--- src/rtl/instr_fetch.sv ---
// instr_fetch: one-outstanding imem fetcher feeding a 2-entry {PC,Instr} queue; gnt N, rvalid N+1 -> instr_valid N+2.
// Requests stall while queue plus outstanding is full (instr_ready low); FETCH_ALIGN_CHECK_EN adds sticky fetch_err.
module instr_fetch #(
    parameter int              XLEN     = 32,
    parameter logic [XLEN-1:0] RESET_PC = '0
) (
    input  logic            clk,
    input  logic            reset,
    output logic            imem_req,
    output logic [XLEN-1:0] imem_addr,
    input  logic            imem_gnt,
    input  logic            imem_rvalid,
    input  logic [XLEN-1:0] imem_rdata,
    input  logic            redirect_valid,
    input  logic [XLEN-1:0] redirect_pc,
    output logic            instr_valid,
    input  logic            instr_ready,
    output logic [XLEN-1:0] PC,
    output logic [XLEN-1:0] Instr
`ifdef FETCH_ALIGN_CHECK_EN
    ,
    output logic            fetch_err
`endif
);

    localparam logic [XLEN-1:0] NOP = XLEN'(32'h0000_0013);

    typedef enum logic [1:0] {S_IDLE, S_REQ, S_WAIT, S_DRAIN} state_t;

    state_t          r_state;
    logic [XLEN-1:0] r_fetch_pc;
    logic [XLEN-1:0] r_req_addr;
    logic [XLEN-1:0] r_fifo_pc  [2];
    logic [XLEN-1:0] r_fifo_ins [2];
    logic            r_rd_ptr;
    logic            r_wr_ptr;
    logic [1:0]      r_count;

    logic            w_halted;
    logic            w_redir;
    logic            w_in_flight;
    logic            w_push;
    logic            w_pop;
    logic [1:0]      w_count_nxt;
    logic [XLEN-1:0] w_redir_pc;

`ifdef FETCH_ALIGN_CHECK_EN
    logic r_err;
    assign w_halted   = r_err;
    assign w_redir_pc = redirect_pc;
    assign fetch_err  = r_err;
`else
    assign w_halted   = 1'b0;
    assign w_redir_pc = redirect_pc & ~XLEN'(3);
`endif

    assign w_redir     = redirect_valid && !w_halted;
    assign w_in_flight = (r_state == S_WAIT) || (r_state == S_DRAIN);
    // A response racing a redirect belongs to the abandoned stream.
    assign w_push      = (r_state == S_WAIT) && imem_rvalid && !redirect_valid;
    assign w_pop       = instr_valid && instr_ready && !redirect_valid;
    assign w_count_nxt = r_count + {1'b0, w_push} - {1'b0, w_pop};

    assign imem_req    = (r_state == S_REQ);
    assign imem_addr   = r_fetch_pc;
    assign instr_valid = (r_count != 2'd0);
    assign PC          = instr_valid ? r_fifo_pc[r_rd_ptr]  : r_fetch_pc;
    assign Instr       = instr_valid ? r_fifo_ins[r_rd_ptr] : NOP;

    always_ff @(posedge clk) begin
        if (reset) begin
            r_state    <= S_IDLE;
            r_fetch_pc <= RESET_PC;
            r_req_addr <= RESET_PC;
            r_count    <= 2'd0;
            r_rd_ptr   <= 1'b0;
            r_wr_ptr   <= 1'b0;
`ifdef FETCH_ALIGN_CHECK_EN
            r_err      <= 1'b0;
`endif
        end else begin
            if (w_redir) begin
                r_count  <= 2'd0;
                r_rd_ptr <= 1'b0;
                r_wr_ptr <= 1'b0;
            end else begin
                if (w_push) begin
                    r_fifo_pc[r_wr_ptr]  <= r_req_addr;
                    r_fifo_ins[r_wr_ptr] <= imem_rdata;
                    r_wr_ptr             <= ~r_wr_ptr;
                end
                if (w_pop) begin
                    r_rd_ptr <= ~r_rd_ptr;
                end
                r_count <= w_count_nxt;
            end

`ifdef FETCH_ALIGN_CHECK_EN
            if (w_redir && (redirect_pc[1:0] != 2'b00)) begin
                r_err      <= 1'b1;
                r_state    <= S_IDLE;
                r_fetch_pc <= w_redir_pc;
            end else
`endif
            if (w_redir) begin
                r_fetch_pc <= w_redir_pc;
                // Drain only if a response is still owed after this cycle.
                if ((w_in_flight && !imem_rvalid) || ((r_state == S_REQ) && imem_gnt)) begin
                    r_state <= S_DRAIN;
                end else begin
                    r_state <= S_REQ;
                end
            end else begin
                case (r_state)
                    S_IDLE: begin
                        if (!w_halted && (r_count != 2'd2)) begin
                            r_state <= S_REQ;
                        end
                    end
                    S_REQ: begin
                        if (imem_gnt) begin
                            r_req_addr <= r_fetch_pc;
                            r_fetch_pc <= r_fetch_pc + XLEN'(4);
                            r_state    <= S_WAIT;
                        end
                    end
                    S_WAIT: begin
                        if (imem_rvalid) begin
                            r_state <= (w_count_nxt == 2'd2) ? S_IDLE : S_REQ;
                        end
                    end
                    S_DRAIN: begin
                        if (imem_rvalid) begin
                            r_state <= S_REQ;
                        end
                    end
                    default: r_state <= S_IDLE;
                endcase
            end
        end
    end

endmodule

--- config.mk ---
export PLATFORM = sky130hd
export DESIGN_NAME = instr_fetch
export DESIGN_NICKNAME = d
export VERILOG_FILES = /design/src/rtl/instr_fetch.sv
export SDC_FILE = /design/constraint.sdc
export NUM_CORES = 1
export LEC_CHECK = 0
export BUFFER_PORTS_ARGS = -buffer_cell sky130_fd_sc_hd__buf_2
export CELL_PAD_IN_SITES_DETAIL_PLACEMENT = 0
export CELL_PAD_IN_SITES_GLOBAL_PLACEMENT = 1
export CORE_ASPECT_RATIO = 1.2
export CORE_UTILIZATION = 39
export CTS_BUF_LIST = sky130_fd_sc_hd__clkbuf_16
export CTS_CLUSTER_SIZE = 30
export DETAILED_ROUTE_END_ITERATION = 12
export PLACE_DENSITY_LB_ADDON = 0.1
export SYNTH_ARGS = -nofsm -noshare
export SYNTH_HDL_FRONTEND = slang
export SYNTH_SLANG_ARGS = --single-unit
--- constraint.sdc ---
create_clock -name clk -period 4.7 [get_ports clk]
set_clock_uncertainty 0.2 [all_clocks]
set_input_delay 0.705 -clock clk [delete_from_list [all_inputs] [get_ports clk]]
set_output_delay 0.705 -clock clk [all_outputs]
set_load 0.02 [all_outputs]
==> flow_metrics.env <==
export IMPL_fin_crit_ps=3240
export IMPL_gr_total_overflow=0
export IMPL_grt_pass1_vias=5645
export IMPL_worst_path_max_delay_cell="dfxtp_4"
export IMPL_critical_path_max_stage_delay_ps=810
export IMPL_ys_seq_area_frac=0.635
export IMPL_die_area_mm2=0.0210
export IMPL_cts_tree="built"
export IMPL_multi_input_area_mm2=0.00268
export IMPL_track_usage=0.187
export IMPL_portBuffers=161
export IMPL_cts_setup_buffers=0
export IMPL_finalHoldViolations=0
export IMPL_detail_route_antenna_nets=0
export IMPL_syn_avg_cell_area_um2=11.4
export IMPL_synth_largest_area_cell="edfxtp_1"
export IMPL_ys_top_cells_by_area="edfxtp_1 47%, dfxtp_1 17%, mux2i_1 7.8%, nand2_1 5.3%, nor2_1 2.9%"
export IMPL_fmax_mhz=308
export IMPL_dp_hpwl_um=12100
export IMPL_crit_path_max_fanout=36
export IMPL_async_flop_share=0
export IMPL_tightest_slew_ps=939
export IMPL_endpoint_kind="output pin"
export IMPL_nets=912
export IMPL_place_gp_congestion=0.773
export IMPL_synth_edf_count=124
export IMPL_vias=5768
export IMPL_insertedDiodeCount=0
export IMPL_numCtsBuffers=17
export IMPL_grt_max_degree=90
export IMPL_fp_coreArea_mm2=0.0198
export IMPL_dr_pass1_iters=4
export IMPL_root_buffer="clkbuf_16"
export IMPL_postSynthCellCount=699
export IMPL_setup_tns_ps=0
export IMPL_die_h_um=159
export IMPL_dp_cells=1081
export IMPL_rsz0062_at_grt="false"
export IMPL_cp_arrival_ps=2340
export IMPL_ir_worst_vdd_v=0.000231
export IMPL_yosysWarnings=0
export IMPL_final_cells=1113
export IMPL_fp_dieW_um=133
export IMPL_register_area_mm2=0.00507
export IMPL_clock_sinks=191
export IMPL_grt_pass1_wl_um=30100
export IMPL_htreeDepth=4
export IMPL_required_ps=3800
export IMPL_viasPerCell=5.18
export IMPL_power_density_mw_per_mm2=362
export IMPL_yosysUniqueCellTypes=48
export IMPL_synth_seq_cells=191
export IMPL_wirelength_um=19200
export IMPL_finalMaxSlewViolations=0
export IMPL_drtIter0Drc=315
export IMPL_drive_above_1_share=0.244
export IMPL_clock_latency_ps=430
export IMPL_power_leakage_nw=3.36
export IMPL_status="finished, final reports clean"
export IMPL_ios=168
export IMPL_route_detailed_drc=0
export IMPL_synth_most_common_cell="edfxtp_1"
export IMPL_hold_buffers=0
export IMPL_max_slew_margin=0.374
export IMPL_wl_per_cell_um=17.2
export IMPL_cp_buffers_inverters=2
export IMPL_cts_resized=0
export IMPL_hold_class="register to register"
export IMPL_cp_start_kind="register"
export IMPL_start_util=0.404
export IMPL_finalSetupViolations=0
export IMPL_ys_flop_type="edfxtp_1"
export IMPL_clockBufferDepth=2
export IMPL_syn2layout_area_growth_pct=19.9
export IMPL_path_delay_family="flip-flops"
export IMPL_yosysTopAreaCellShare=0.467
export IMPL_fp_row_count=56
export IMPL_fillerInstances=1885
export IMPL_path_clk_slew_ps=70
export IMPL_netlist_area_mm2=0.00798
export IMPL_period_share=0.690
export IMPL_synthTopCellsByCount="124 x edfxtp_1, 113 x nand2_1, 67 x dfxtp_1"
export IMPL_antenna_found_initial=0
export IMPL_cap_violations=0
export IMPL_critical_path_class="register to output pin"
export IMPL_crit_chain="buf_4 > mux2i_1 > o21ai_0 > buf_2"
==> registers in the layout, indices dropped and copies added, names as in the netlist, named ones only <==
| name | flops |
|---|---|
| r_fifo_ins | 64 |
| r_count | 2 |
| r_fifo_pc | 60 |
| imem_addr | 30 |
| r_req_addr | 30 |
| r_rd_ptr | 1 |
| r_state | 2 |
| r_wr_ptr | 1 |
==> report_power, final <==
| part | internal, mW | total [mW] | switching [mW] |
|---|---|---|---|
| logic | 0.0849 | 0.236 | 0.151 |
| registers | 1.81 | 1.85 | 0.0459 |
| clock network | 0.737 | 1.38 | 0.639 |
==> worst reg2reg max path, delay by kind of cell (launching register included) <==
family           cells  cell delay [ps]
AO/OA/AOI/OAI        1              260
flip-flops           1              540
AND/OR/NAND/NOR      3             1680
==> layout by cell type (no fill, tap or decap), drive strengths merged, types with 17 or more instances in the layout <==
cell      n
edfxtp  124
nand2   113
clkbuf   17
buf     169
dfxtp    67
a21oi    39
mux2i    62
inv      18
nor2     61
o21ai    38
a311oi   17
==> per-stage QoR <==
step / setup slack [ps] / cell area, um^2 / hold slack [ps] / total power [mW] / util
floorplan: 163 / 7990 / 225 / 2.02 / -
global placement: 1620 / 9000 / 230 / 2.12 / 0.456
detailed placement: 1600 / 9000 / 240 / 2.13 / 0.456
CTS: 1350 / 9560 / 245 / 3.50 / 0.484
global route: 1300 / 9560 / 249 / 3.59 / 0.484
finish: 1460 / 9560 / 252 / 3.46 / 0.484
==> final timing paths <==
check,start,endpoint,slack [ps],cells after the start
setup / recovery,register,PC[25],1460,4
hold / removal,r_req_addr[23]$_SDFFE_PP0P_,r_fifo_pc[1][23]$_DFFE_PP_,250,0
setup reg to reg,imem_addr[13]$_SDFFE_PP0P_,imem_addr[27]$_SDFFE_PP0P_,1930,4
hold reg to reg,r_req_addr[23]$_SDFFE_PP0P_,r_fifo_pc[1][23]$_DFFE_PP_,250,0
==> layout make-up <==
type,count,area share
timing repair buffer,169,0.0918
clock inverter,15,0.0143
clock buffer,17,0.0445
inverter,12,0.00471
multi-input combinational,448,0.281
tap,261,0.0341
sequential,191,0.530
==> layer usage <==
| layer | global-route usage | up-vias | wire length [um] |
|---|---|---|---|
| li1 | - | 2817 | - |
| met1 | 0.237 | 2781 | 8610 |
| met2 | 0.324 | 154 | 9500 |
| met3 | 0.0357 | 16 | 831 |
| met4 | 0.0569 | 0 | 244 |
| met5 | 0 | - | 0 |
==> kinds of logic (layout without fill, tap and decap cells) <==
kind of cell | count (synthesis) | after routing | share of synthesized area
AND/OR/NAND/NOR | 246 | 246 | 0.142
XOR/XNOR | 11 | 11 | 0.0121
buffers and inverters | 63 | 213 | 0.0326
other | 1 | 4 | 0.000470
AO/OA/AOI/OAI | 121 | 121 | 0.0937
multiplexers | 63 | 63 | 0.0792
flip-flops | 191 | 191 | 0.635
adder cells (fa/ha/maj) | 3 | 3 | 0.00471
(Power assumes the default switching activity.)
